$ cat config.mk
export PLATFORM = sky130hd
export DESIGN_NAME = time_counter
export DESIGN_NICKNAME = d
export VERILOG_FILES = /design/src/rtl/time_counter.sv
export SDC_FILE = /design/constraint.sdc
export NUM_CORES = 1
export LEC_CHECK = 0
export CAP_MARGIN = 5
export CORE_AREA = 4 4 161 101
export DETAILED_ROUTE_END_ITERATION = 7
export DIE_AREA = 0 0 165 105
export DONT_BUFFER_PORTS = 1
export PLACE_DENSITY = 0.6
export SLEW_MARGIN = 10
export SYNTH_ARGS = -nofsm -noshare
export SYNTH_HDL_FRONTEND = slang
export SYNTH_SLANG_ARGS = --single-unit
$ cat constraint.sdc
create_clock -name clk -period 6.2 [get_ports clk]
set_input_delay 0.62 -clock clk [delete_from_list [all_inputs] [get_ports clk]]
set_output_delay 0.62 -clock clk [all_outputs]
set_load 0.005 [all_outputs]
$ cat src/rtl/time_counter.sv
// Stopwatch/timer core: prescaled centisecond tick driving a cascaded
// hh:mm:ss.cc counter with up/down modes, saturating preload and lap capture.
module time_counter #(
  parameter int CS_DIV    = 100000,
  parameter int HOURS_MAX = 99,
  parameter int HR_W      = 7
) (
  input  logic            clk,
  input  logic            rst,
  input  logic            enable,
  input  logic            clear,
  input  logic            load,
  input  logic            count_up,
  input  logic            lap_req,
  input  logic [HR_W-1:0] ld_hr,
  input  logic [5:0]      ld_min,
  input  logic [5:0]      ld_sec,
  input  logic [6:0]      ld_cs,
  output logic [HR_W-1:0] hr,
  output logic [5:0]      min,
  output logic [5:0]      sec,
  output logic [6:0]      cs,
  output logic [HR_W-1:0] lap_hr,
  output logic [5:0]      lap_min,
  output logic [5:0]      lap_sec,
  output logic [6:0]      lap_cs,
  output logic            cs_tick,
  output logic            sec_tick,
  output logic            overflow,
  output logic            done
);

  localparam int PW = (CS_DIV > 2) ? $clog2(CS_DIV) : 1;
  localparam logic [PW-1:0]   PRESC_LAST = PW'(CS_DIV - 1);
  localparam logic [HR_W-1:0] HR_MAX     = HR_W'(HOURS_MAX);

  logic [PW-1:0]   presc;
  logic [HR_W-1:0] hr_nx;
  logic [5:0]      min_nx, sec_nx;
  logic [6:0]      cs_nx;
  logic            at_max, is_zero, nx_zero, ld_zero;

  function automatic logic [6:0] sat_cs(input logic [6:0] v);
    return (v > 7'd99) ? 7'd99 : v;
  endfunction

  function automatic logic [5:0] sat_60(input logic [5:0] v);
    return (v > 6'd59) ? 6'd59 : v;
  endfunction

  function automatic logic [HR_W-1:0] sat_hr(input logic [HR_W-1:0] v);
    return (v > HR_MAX) ? HR_MAX : v;
  endfunction

  assign cs_tick = enable && (presc == PRESC_LAST);
  assign at_max  = (hr == HR_MAX) && (min == 6'd59) && (sec == 6'd59) && (cs == 7'd99);
  assign is_zero = (hr == '0) && (min == '0) && (sec == '0) && (cs == '0);
  assign nx_zero = (hr_nx == '0) && (min_nx == '0) && (sec_nx == '0) && (cs_nx == '0);
  assign ld_zero = (ld_hr == '0) && (ld_min == '0) && (ld_sec == '0) && (ld_cs == '0);

  // Next field values for one centisecond step; down-count never wraps below zero.
  always_comb begin
    hr_nx  = hr;
    min_nx = min;
    sec_nx = sec;
    cs_nx  = cs;
    if (count_up) begin
      if (cs != 7'd99) cs_nx = cs + 7'd1;
      else begin
        cs_nx = '0;
        if (sec != 6'd59) sec_nx = sec + 6'd1;
        else begin
          sec_nx = '0;
          if (min != 6'd59) min_nx = min + 6'd1;
          else begin
            min_nx = '0;
            hr_nx  = (hr == HR_MAX) ? '0 : hr + 1'b1;
          end
        end
      end
    end else if (!is_zero) begin
      if (cs != 7'd0) cs_nx = cs - 7'd1;
      else begin
        cs_nx = 7'd99;
        if (sec != 6'd0) sec_nx = sec - 6'd1;
        else begin
          sec_nx = 6'd59;
          if (min != 6'd0) min_nx = min - 6'd1;
          else begin
            min_nx = 6'd59;
            hr_nx  = hr - 1'b1;
          end
        end
      end
    end
  end

  always_ff @(posedge clk or posedge rst) begin
    if (rst) begin
      presc    <= '0;
      hr       <= '0;
      min      <= '0;
      sec      <= '0;
      cs       <= '0;
      lap_hr   <= '0;
      lap_min  <= '0;
      lap_sec  <= '0;
      lap_cs   <= '0;
      sec_tick <= 1'b0;
      overflow <= 1'b0;
      done     <= 1'b0;
    end else begin
      sec_tick <= 1'b0;
      overflow <= 1'b0;
      // Lap sees pre-update fields; a simultaneous clear overrides it below.
      if (lap_req) begin
        lap_hr  <= hr;
        lap_min <= min;
        lap_sec <= sec;
        lap_cs  <= cs;
      end
      if (clear) begin
        presc   <= '0;
        hr      <= '0;
        min     <= '0;
        sec     <= '0;
        cs      <= '0;
        lap_hr  <= '0;
        lap_min <= '0;
        lap_sec <= '0;
        lap_cs  <= '0;
        done    <= 1'b0;
      end else if (load) begin
        presc <= '0;
        hr    <= sat_hr(ld_hr);
        min   <= sat_60(ld_min);
        sec   <= sat_60(ld_sec);
        cs    <= sat_cs(ld_cs);
        done  <= !count_up && ld_zero;
      end else if (enable) begin
        presc <= cs_tick ? '0 : presc + 1'b1;
        if (cs_tick) begin
          hr  <= hr_nx;
          min <= min_nx;
          sec <= sec_nx;
          cs  <= cs_nx;
          if (count_up) begin
            done     <= 1'b0;
            overflow <= at_max;
            sec_tick <= (cs == 7'd99);
          end else if (is_zero) begin
            done <= 1'b1;
          end else begin
            done     <= nx_zero;
            sec_tick <= (cs == 7'd0);
          end
        end
      end
    end
  end

endmodule

Word-level counts from Yosys, hierarchy flattened:

Index checks and enable logic that the tools add are counted.

* register bits after elaboration: 72
* output and inout port bits: 56
* logic and storage cells: 143

* $add $sub $neg: 9
* order comparisons: 4
* equal/unequal tests: 8
* mux-type cells: 76
* reduce and logical (&&, ||, !) cells: 34

Operator list (number)
* 2-to-1 mux 7 bit: 27
* 2-to-1 mux 6 bit: 28
* 2-to-1 mux 17 bit: 4
* logical NOT 7 bit: 6
* logical NOT 6 bit: 6
* adder 17 x 1 -> 17 bit, second input constant: 1
* equality test 17 bit, second input constant: 1
* 2-to-1 mux 1 bit: 17
* adder 7 x 1 -> 7 bit, second input constant: 2
* equality test 7 bit, second input constant: 2
* greater-than comparator 7 bit, second input constant: 2
* logical AND 1 bit: 14
* subtractor 7 x 1 -> 7 bit, second input constant: 2
* adder 6 x 1 -> 6 bit, second input constant: 2
* equality test 6 bit, second input constant: 2
* greater-than comparator 6 bit, second input constant: 2
* != test 6 bit, second input constant: 2
* nonzero test 6 bit: 2
* subtractor 6 x 1 -> 6 bit, second input constant: 2
* != test 7 bit, second input constant: 1
* nonzero test 7 bit: 1
* nonzero test 3 bit: 2
* AND reduction 2 bit: 1
* nonzero test 2 bit: 1
* logical NOT 1 bit: 1

Longest topological paths before layout:

Gate-level depths: netlist (run 1).

* depth in word-level cells: 16
* depth in mapped cells: 11

Least setup slack after synthesis (run 1):

OpenSTA, ideal clock, no wires.

* path kind: reg-to-reg
* start: reg sec[0]
* end: reg done
* library setup time: 0.076 ns
* data arrival time: 2.964 ns
* required time: 6.124 ns
* setup slack: 3.159 ns
* stages on the path, launching flop included: 11
* period minus slack after synthesis: 3.041 ns
* cells stage by stage: dfrtp_1 -> clkbuf_1 -> inv_1 -> ha_1 -> or3b_2 -> or4_1 -> o211ai_1 -> o311a_1 -> nand4b_1 -> or4_1 -> o21ai_1

* longest elaborated chain between the ends: 15

RTL lines
* from (decl): RTL line 21 `output logic [5:0] sec,`
* from (signal assigned): RTL line 137 `sec <= sat_60(ld_sec);`
* from (signal assigned): RTL line 145 `sec <= sec_nx;`
* branches (longest 9 deep; another with subtractor 6 x 1 -> 6 bit)
* 2-to-1 mux 1 bit *: RTL line 151 `end else if (is_zero) begin`
* 2-to-1 mux 1 bit *: RTL line 147 `if (count_up) begin`
* 2-to-1 mux 1 bit *: RTL line 142 `if (cs_tick) begin`
* 2-to-1 mux 1 bit *: RTL line 140 `end else if (enable) begin`
* 2-to-1 mux 1 bit *: RTL line 133 `end else if (load) begin`
* 2-to-1 mux 1 bit *: RTL line 122 `if (clear) begin`
* to (signal assigned): RTL line 139 `done <= !count_up && ld_zero;`
* to (signal assigned): RTL line 154 `done <= nx_zero;`
* to (decl): RTL line 30 `output logic done`

Mark *: on every way between the ends. The select of a mux whose other input is x is not followed.
A chain may end at the register's enable or synchronous reset.

Worst setup path in the final report (run 1):

* start: reg presc[8]
* end: reg done

* longest elaborated chain between the ends: 4

RTL lines
* from (decl): RTL line 37 `logic [PW-1:0] presc;`
* from (signal assigned): RTL line 141 `presc <= cs_tick ? '0 : presc + 1'b1;`
* equality test 17 bit: RTL line 55 `assign cs_tick = enable && (presc == PRESC_LAST);`
* logical AND 1 bit: RTL line 55
* nonzero test 3 bit (no source line)
* AND reduction 2 bit (no source line)

No other way between the ends.

==> run_results.csv, run 1 <==
group,metric,value,unit
floorplan,top_level_ports,89,
place,place_area,5170,sq um
layout,diodes,0,
place,hpwlAfterDp,12800,um
floorplan,dieArea,17300,sq um
floorplan,rows,35,
global_routing,gr-total-overflow,0,
layout,nFillCells,1516,
clock_network,clock_latency,0.34,ns
timing,setup_viol,0,
floorplan,fp.coreArea,14900,sq um
layout,layout.nets,625,
routing,totalWireLength,17600,um
global_routing,antenna_found_initial,0,
routing,first_pass_iters,5,
clock_network,clk_path_buf_depth,2,
clock_network,clk_pin_slew,0.06,ns
clock_network,htree_levels,3,
layout,finalInstanceArea,5510,sq um
synthesis,synth-main-ff-cell,"dfrtp_1",
timing,timing.fmax,0.266,GHz
place,portBuffers,0,
synthesis,synth-xor-area-share,0.0293,
timing,rsz0062_at_grt,"no",
clock_network,ctsHoldBuffers,0,
pwr,leakage,2.21,nW
layout,layout.cells.non_filler,789,
timing,slew_headroom,0.349,
routing,post-route-drc-count,0,
setup_path,critPathCaptureType,"register",
global_routing,grt_usage,0.202,
synthesis,synth_adder_area_share,0.0270,
timing,worst_pin_slew,0.968,ns
setup_path,regToRegSetupSlack,2.43,ns
job,maxCapViolations,0,
synthesis,synth_nets,657,
synthesis,netlist_top_cells_area,"dfrtp_1, nor2_1, mux2i_1",
routing,antenna_left,0,
floorplan,die_y,105,um
timing,finalMaxSlewViolations,0,
synthesis,yosys_warnings,0,
synthesis,synth_seq_cells,72,
clock_network,root_buffer,"clkbuf_16",
timing,fin_worst_skew,0.00590,ns
clock_network,cts_buffers,9,
timing,finalSetupTns,0,ns
global_routing,grt_use_met3,0.0678,
timing,hold_viol,0,
synthesis,synthMuxAreaShare,0.0659,
setup_path,required,6.47,ns
synthesis,yosysTopAreaCell,"dfrtp_1",
pwr,p_per_area,235,nW/um^2
place,gp_congestion,0.927,
floorplan,fp.dieW,165,um
setup_path,arrival,4.04,ns
global_routing,grt_pass1_wl,27200,um
outcome,status,"finished clean",
pwr,ir_drop,151,uV
layout,multiInputGateArea,3040,sq um
routing,avgRoutedWirePerCell,22.3,um
synthesis,synthesis.area,5090,sq um
global_routing,grt_pass1_vias,4628,
synthesis,synth-simple-area-share,0.290,
synthesis,synth_edf_count,0,
place,dp_slack,2.49,ns
clock_network,cts_resized,0,
synthesis,ys_seq_area_frac,0.354,
timing,period_minus_slack,3.77,ns
clock_network,cts_sinks,72,
synthesis,synth.avg_cell_area,8.30,sq um
routing,num_vias,4941,
global_routing,grt_max_degree,73,
synthesis,syn-instance-count,613,
hold_path,hp-class,"primary input to register",
timing,fin_crit_sh,0.607,
setup_path,path_max_fanout,18,
layout,syn_to_final_growth,8.19,%
floorplan,initial_utilization,0.341,
synthesis,synth_compound_area_frac,0.185,
global_routing,grtUsageMet1,0.301,
timing,timing.hold.ws,0.354,ns
routing,vias_per_cell,6.26,
global_routing,grt-busiest-layer,"met1",
clock_network,post_cts_buffers,0,
layout,register_area,1800,sq um
setup_path,cp-start-kind,"register",
clock_network,cts_tree,"built",
layout,drive_gt1_frac,0.0751,
routing,first_iter_violations,756,
setup_path,criticalPathCategory,"register to register",
global_routing,met2_usage,0.275,
timing,setup_slack,2.43,ns
synthesis,synthDistinctLibCells,74,
synthesis,synth_top_family_by_area,"simple AND/OR/NAND/NOR gates",
synthesis,netlist.area_leader.share,0.354,
place,place_inst,773,
synthesis,async_reset_ff_frac,1.00,
-- state kept, by name, summed over array words and instances, names as in the netlist --
register / cells
presc: 17
cs: 7
hr: 7
lap_cs: 7
lap_hr: 7
lap_min: 6
lap_sec: 6
min: 6
sec: 6
done: 1
overflow: 1
sec_tick: 1
-- layout make-up --
type / instances / area share
inverters: 16 / 0.0111
well taps: 203 / 0.0461
repair buffers: 2 / 0.00273
multi-input cells: 480 / 0.553
clock inverters: 5 / 0.0143
flip-flops and latches: 72 / 0.327
clock buffers: 11 / 0.0459
-- worst max-delay path: stages (launching register included) --
cell,delay (ns)
dfrtp_1,0.41
nor4b_2,0.27
nand3_1,0.19
nor4_4,0.77
or2_1,0.65
o2111ai_1,0.21
or4_1,0.54
or4_1,0.53
o21ai_1,0.13
-- cells in the final DEF (no fill, tap or decap), drive strengths merged, types with 4 or more instances in the layout --
cell     n
a32oi    4
nand2   50
nor2b    7
a211oi   8
xor2    13
nor2    88
or2      4
nor3    11
or4      6
a31oi   10
ha      11
nand4   18
a221oi   4
and4     6
dfrtp   72
nand3   30
a21oi   34
clkinv   4
or3      6
nand4b   5
xnor2    4
inv     15
nor4    17
nor4b    4
nand2b   4
and3     6
mux2i   29
clkbuf  11
o21ai   37
o22ai    8
and2     4
-- final timing paths --
kind | depth (start not counted) | startpoint | end
max | 8 | presc[8] | done
min | 1 | clear | lap_hr[3]
max reg2reg | 8 | presc[8] | done
min reg2reg | 2 | lap_hr[3] | lap_hr[3]
max in group asynchronous | 2 | rst | lap_min[4]
min in group asynchronous | 2 | rst | lap_cs[5]
-- kinds of logic (layout without fill, tap and decap cells) --
group                    after synthesis  in the layout
AND/OR/NAND/NOR                      276            276
adder cells (fa/ha/maj)               11             11
XOR/XNOR                              17             17
flip-flops                            72             72
AO/OA/AOI/OAI                        144            144
multiplexers                          32             32
buffers and inverters                 61             34
-- routing by layer --
metal / vias up / wire length, um
met5: - / 56
met2: 303 / 7160
li1: 2194 / -
met1: 2414 / 7960
met4: 2 / 260
met3: 28 / 2200
-- through the flow --
step / util / power, mW
2_1_floorplan: - / 0.673
3_3_place_gp: 0.347 / 0.711
3_5_place_dp: 0.347 / 0.716
4_1_cts: 0.369 / 1.30
5_1_grt: 0.369 / 1.34
6_report: 0.369 / 1.29
-- synthesized netlist by cell type (5+ instances only) --
master    count
o22ai_1       8
inv_1        16
nor4_1       12
a21oi_1      34
nor3_1       10
dfrtp_1      72
nor2_1       87
nor2b_1       7
buf_2         6
xor2_1       13
nand3_1      30
o21ai_0      34
nand2_1      50
ha_1         11
or3_1         6
nand4_1      18
and4_1        6
a211oi_1      7
and3_1        6
a31oi_1      10
mux2i_1      29
or4_1         5
clkbuf_1     35
-- power by group --
| part | internal, mW | total, mW | switching, mW |
|---|---|---|---|
| Combinational | 0.0689 | 0.182 | 0.113 |
| Sequential | 0.486 | 0.531 | 0.0446 |
| Clock | 0.374 | 0.582 | 0.208 |
(Power assumes the default switching activity.)
==> run 2: changes to the inputs <==
==> constraint.sdc (replaced) <==
create_clock -name clk -period 3.6 [get_ports clk]
set_input_delay 0.36 -clock clk [delete_from_list [all_inputs] [get_ports clk]]
set_output_delay 0.36 -clock clk [all_outputs]
set_load 0.005 [all_outputs]
==> run 2 against run 1 <==
Effect of this change: setup slack worse by 2.2 ns; critical path depth is 1 higher; clock power is 54% higher; sequential share of layout area is 1.1 points lower; sequential power is 67% higher; combinational power is 110% higher; non-clock buffer count is 31 higher; routed wire length is 5.1% higher; power is 67% higher; global-route usage is 1.2 points higher; final cell count is 3.9% higher.
==> run_results.csv, run 2 (same netlist as run 1, synthesis figures left out) <==
group,metric,value,unit
timing,period_minus_slack,3.35,ns
clock_network,htree_levels,3,
layout,diodes,0,
routing,top_layer_used,"met5",
timing,fin_crit_sh,0.930,
outcome,status,"finished clean",
pwr,power,2.16,mW
routing,num_vias,5040,
pwr,clkPwrFrac,0.414,
setup_path,max_stage_delay,0.55,ns
setup_path,slowest_stage,"or4_1",
floorplan,fp.dieW,165,um
setup_path,required,3.87,ns
hold_path,hp-class,"primary input to asynchronous set/reset pin",
layout,final_common_cell,"nor2_1",
setup_path,cp-start-kind,"register",
pwr,switching_power,644,uW
layout,nFillCells,1528,
setup_path,crit_chain,"ha_1 -> and3_2 -> and4_2 -> o21ai_1 -> a32oi_1 -> nand3_1 -> or4_1 -> or4_1 -> o21ai_1",
floorplan,fp.coreArea,14900,sq um
pwr,pwr-share-seq,0.410,
setup_path,timing.rr.start,"cs[1]",
floorplan,dieArea,17300,sq um
place,dp_slack,0.141,ns
timing,slew_headroom,0.329,
layout,top_register,"presc",
place,portBuffers,0,
setup_path,path_buf_inv,0,
clock_network,cts_tree,"built",
routing,post-route-drc-count,0,
place,place_area,5410,sq um
timing,finalMaxSlewViolations,0,
timing,hold_viol,0,
routing,first_iter_violations,633,
routing,met3WireLength,2160,um
routing,met1Wirelength,8490,um
pwr,ir_drop,177,uV
setup_path,path_max_fanout,8,
clock_network,root_buffer,"clkbuf_16",
global_routing,grt_pass1_wl,28600,um
clock_network,clk_pin_slew,0.06,ns
clock_network,clock_latency,0.35,ns
floorplan,rows,35,
pwr,sw_frac_of_total,0.298,
place,gp_congestion,0.989,
setup_path,crit_start,"cs[1]",
floorplan,top_level_ports,89,
timing,rsz0062_at_grt,"no",
timing,worst_pin_slew,1.01,ns
pwr,cellInternalPower,1.52,mW
global_routing,grt_usage,0.213,
place,hpwlAfterDp,13800,um
clock_network,cts_sinks,72,
layout,syn_to_final_growth,12.0,%
layout,drive_gt1_frac,0.123,
timing,finalSetupTns,0,ns
routing,totalWireLength,18500,um
routing,antenna_left,0,
routing,first_pass_iters,5,
timing,fin_worst_skew,0.00866,ns
clock_network,post_cts_buffers,0,
pwr,p_per_area,379,nW/um^2
setup_path,critPathCaptureType,"register",
timing,setup_slack,0.252,ns
pwr,leakage,2.34,nW
timing,timing.fmax,0.299,GHz
setup_path,path_delay_family,"simple AND/OR/NAND/NOR gates",
floorplan,die_y,105,um
job,maxCapViolations,0,
routing,dr_wl_met2,7630,um
setup_path,arrival,3.62,ns
global_routing,gr-total-overflow,0,
routing,avgRoutedWirePerCell,22.6,um
clock_network,clk_path_buf_depth,2,
layout,largest_reg_flops,17,
global_routing,grt_pass1_vias,4769,
clock_network,cts_buffers,9,
layout,final_cell_mix,"nor2_1, dfrtp_1, nand2_1",
setup_path,criticalPathCategory,"register to register",
global_routing,antenna_found_initial,1,
pwr,power_frac_comb,0.176,
layout,finalInstanceArea,5700,sq um
layout,layout.nets,656,
floorplan,initial_utilization,0.341,
setup_path,regToRegSetupSlack,0.25,ns
global_routing,grt_max_degree,55,
timing,setup_viol,0,
routing,vias_per_cell,6.15,
-- run 2: final timing paths --
| check | depth (start not counted) | endpoint |
|---|---|---|
| worst max-delay path | 9 | done |
| worst min-delay path | 1 | lap_cs[1] |
| worst max register to register | 9 | done |
| worst min register to register | 2 | lap_hr[3] |
| max in group asynchronous | 2 | lap_hr[2] |
| min in group clk | 1 | cs[5] |
-- run 2: final cells by class --
class	count	area, sq um	area share
multi-input combinational	480	3050	0.534
sequential	72	1800	0.316
clock buffer	10	229	0.0402
timing repair buffer	33	248	0.0435
inverter	16	61.3	0.0108
clock inverter	6	60.1	0.0105
tap	203	254	0.0446
-- run 2: power by group through the flow --
stage               logic, mW  clock network (mW)  registers (mW)
floorplan               0.277                   0           0.882
global placement        0.369                   0           0.898
detailed placement      0.371                   0           0.901
CTS                     0.372               0.916           0.886
global route            0.414               0.948           0.891
finish                  0.380               0.896           0.887
-- run 2: per-layer routing --
metal	vias up	track usage
met4	2	0.0463
met1	2459	0.324
met3	23	0.0654
met5	-	0
li1	2255	-
met2	301	0.292
-- run 2: stage by stage --
| step | util | cells | hold slack [ns] |
|---|---|---|---|
| 6_report | 0.382 | 820 | 0.0898 |
| 5_1_grt | 0.382 | 820 | 0.0764 |
| 4_1_cts | 0.381 | 820 | 0.0740 |
| 3_5_place_dp | 0.362 | 804 | 0.437 |
| 3_3_place_gp | 0.362 | 804 | 0.433 |
| 2_1_floorplan | - | 613 | 0.488 |
-- run 2: timing repair --
item                                    4_1_cts  5_1_grt
endpoints found under the setup margin        0        1
hold buffers                                  0        0
gates resized for setup                       0        2
==> run 3: changes to the inputs <==
--- a/config.mk
+++ b/config.mk
@@ -7,6 +7,7 @@
 export LEC_CHECK = 0
 export CAP_MARGIN = 5
 export CORE_AREA = 4 4 161 101
+export CTS_BUF_LIST = sky130_fd_sc_hd__clkbuf_8 sky130_fd_sc_hd__clkbuf_16
 export DETAILED_ROUTE_END_ITERATION = 7
 export DIE_AREA = 0 0 165 105
 export DONT_BUFFER_PORTS = 1
==> run 3 against run 2 <==
Effect of this change: clock skew decreased by 0.00052 ns; critical endpoint unchanged; power decreased by 0.14%; highest routed layer unchanged; via count about the same; largest cell class unchanged; largest power group unchanged.
==> run_results.csv, run 3 (same netlist as run 1, synthesis figures left out) <==
group,metric,value,unit
outcome,status,"finished clean",
timing,worst_pin_slew,1.01,ns
setup_path,max_stage_delay,0.55,ns
global_routing,grt_pass1_vias,4769,
pwr,ir_drop,177,uV
setup_path,required,3.87,ns
place,gp_congestion,0.989,
global_routing,grt_max_degree,55,
clock_network,clk_pin_slew,0.06,ns
routing,vias_per_cell,6.15,
global_routing,grt_usage,0.213,
clock_network,root_buffer,"clkbuf_16",
layout,largest_reg_flops,17,
floorplan,die_y,105,um
timing,timing.fmax,0.299,GHz
floorplan,initial_utilization,0.341,
timing,finalSetupTns,0,ns
routing,avgRoutedWirePerCell,22.6,um
layout,final_common_cell,"nor2_1",
floorplan,rows,35,
floorplan,fp.coreArea,14900,sq um
setup_path,slowest_stage,"or4_1",
hold_path,hp-class,"primary input to asynchronous set/reset pin",
setup_path,regToRegSetupSlack,0.25,ns
clock_network,clk_path_buf_depth,2,
floorplan,top_level_ports,89,
place,hpwlAfterDp,13800,um
setup_path,criticalPathCategory,"register to register",
job,maxCapViolations,0,
layout,drive_gt1_frac,0.123,
pwr,p_per_area,379,nW/um^2
routing,first_pass_iters,5,
layout,nFillCells,1528,
clock_network,cts_sinks,72,
timing,rsz0062_at_grt,"no",
setup_path,crit_chain,"ha_1 -> and3_2 -> and4_2 -> o21ai_1 -> a32oi_1 -> nand3_1 -> or4_1 -> or4_1 -> o21ai_1",
timing,fin_worst_skew,0.00814,ns
layout,syn_to_final_growth,12.0,%
routing,totalWireLength,18600,um
timing,finalMaxSlewViolations,0,
timing,hold_viol,0,
setup_path,reg2reg_depth,9,
timing,slew_headroom,0.329,
setup_path,path_buf_inv,0,
timing,setup_viol,0,
global_routing,antenna_found_initial,1,
global_routing,gr-total-overflow,0,
pwr,leakage,2.34,nW
timing,period_minus_slack,3.35,ns
global_routing,grt_pass1_wl,28600,um
clock_network,htree_levels,3,
setup_path,cp-start-kind,"register",
layout,post-route-util,0.382,
setup_path,path_delay_family,"simple AND/OR/NAND/NOR gates",
floorplan,fp.dieW,165,um
routing,antenna_left,0,
layout,diodes,0,
routing,post-route-drc-count,0,
routing,num_vias,5044,
clock_network,clock_latency,0.34,ns
routing,first_iter_violations,633,
setup_path,rr_endpoint,"done",
layout,final_cell_mix,"nor2_1, dfrtp_1, nand2_1",
layout,layout.nets,656,
setup_path,timing.rr.start,"cs[1]",
clock_network,cts_buffers,9,
clock_network,post_cts_buffers,0,
setup_path,critPathCaptureType,"register",
clock_network,cts_tree,"built",
floorplan,dieArea,17300,sq um
place,portBuffers,0,
timing,fin_crit_sh,0.930,
setup_path,arrival,3.61,ns
layout,top_register,"presc",
setup_path,path_max_fanout,8,
-- run 3: cell types whose count changed in the layout (fill, tap and decap cells not counted) --
cell      change
inv_1         +1
clkbuf_1      -1
-- run 3: metal layers --
layer	wire [um]	share of wire	global-route usage	up-vias
met1	8460	0.46	0.324	2477
met3	2200	0.12	0.0654	22
li1	-	-	-	2253
met5	7	0.00038	0	-
met4	239	0.013	0.0463	2
met2	7660	0.41	0.292	290
-- run 3: worst max-delay path by stage --
stage | slack, ns | endpoint | start | cells after the start
after floorplan | 0.56 | done | sec[0] | 10
after global placement | 0.30 | done | cs[1] | 9
after detailed placement | 0.14 | done | cs[1] | 9
after CTS | 0.12 | done | cs[1] | 9
after global routing | 0.008 | done | min[1] | 10
final | 0.25 | done | cs[1] | 9
-- run 3: final cells by class --
class / instances / area [sq um] / share of cell area
clock buffers: 9 / 225 / 0.0395
well taps: 203 / 254 / 0.0446
clock inverters: 7 / 63.8 / 0.0112
multi-input cells: 480 / 3050 / 0.534
flip-flops and latches: 72 / 1800 / 0.316
inverters: 16 / 61.3 / 0.0108
repair buffers: 33 / 248 / 0.0435
-- run 3: stage by stage --
step                std cells  power [mW]  hold slack [ns]  setup slack (ns)  cell area, sq um
floorplan                 613        1.16            0.488             0.559              5090
global placement          804        1.27            0.433             0.295              5410
detailed placement        804        1.27            0.437             0.141              5410
CTS                       820        2.17           0.0740             0.123              5700
global route              820        2.25           0.0764           0.00758              5700
finish                    820        2.16           0.0899             0.253              5700
-- run 3: report_power, final --
part / total (mW) / internal [mW] / switching (mW) / leakage [nW]
sequential: 0.887 / 0.838 / 0.0485 / 0.980
combinational: 0.380 / 0.147 / 0.233 / 1.22
clock: 0.893 / 0.530 / 0.362 / 0.142
total: 2.16 / 1.52 / 0.644 / 2.34
-- run 3: worst register-to-register path: stages (launching register included) --
cell	delay (ns)
dfrtp_1	0.54
ha_1	0.33
and3_2	0.32
and4_2	0.38
o21ai_1	0.10
a32oi_1	0.24
nand3_1	0.13
or4_1	0.55
or4_1	0.53
o21ai_1	0.15
-- run 3: what timing repair did --
| item | CTS | global route |
|---|---|---|
| gates resized for setup | 0 | 2 |
| hold buffers | 0 | 0 |
| setup endpoints to repair | 0 | 1 |
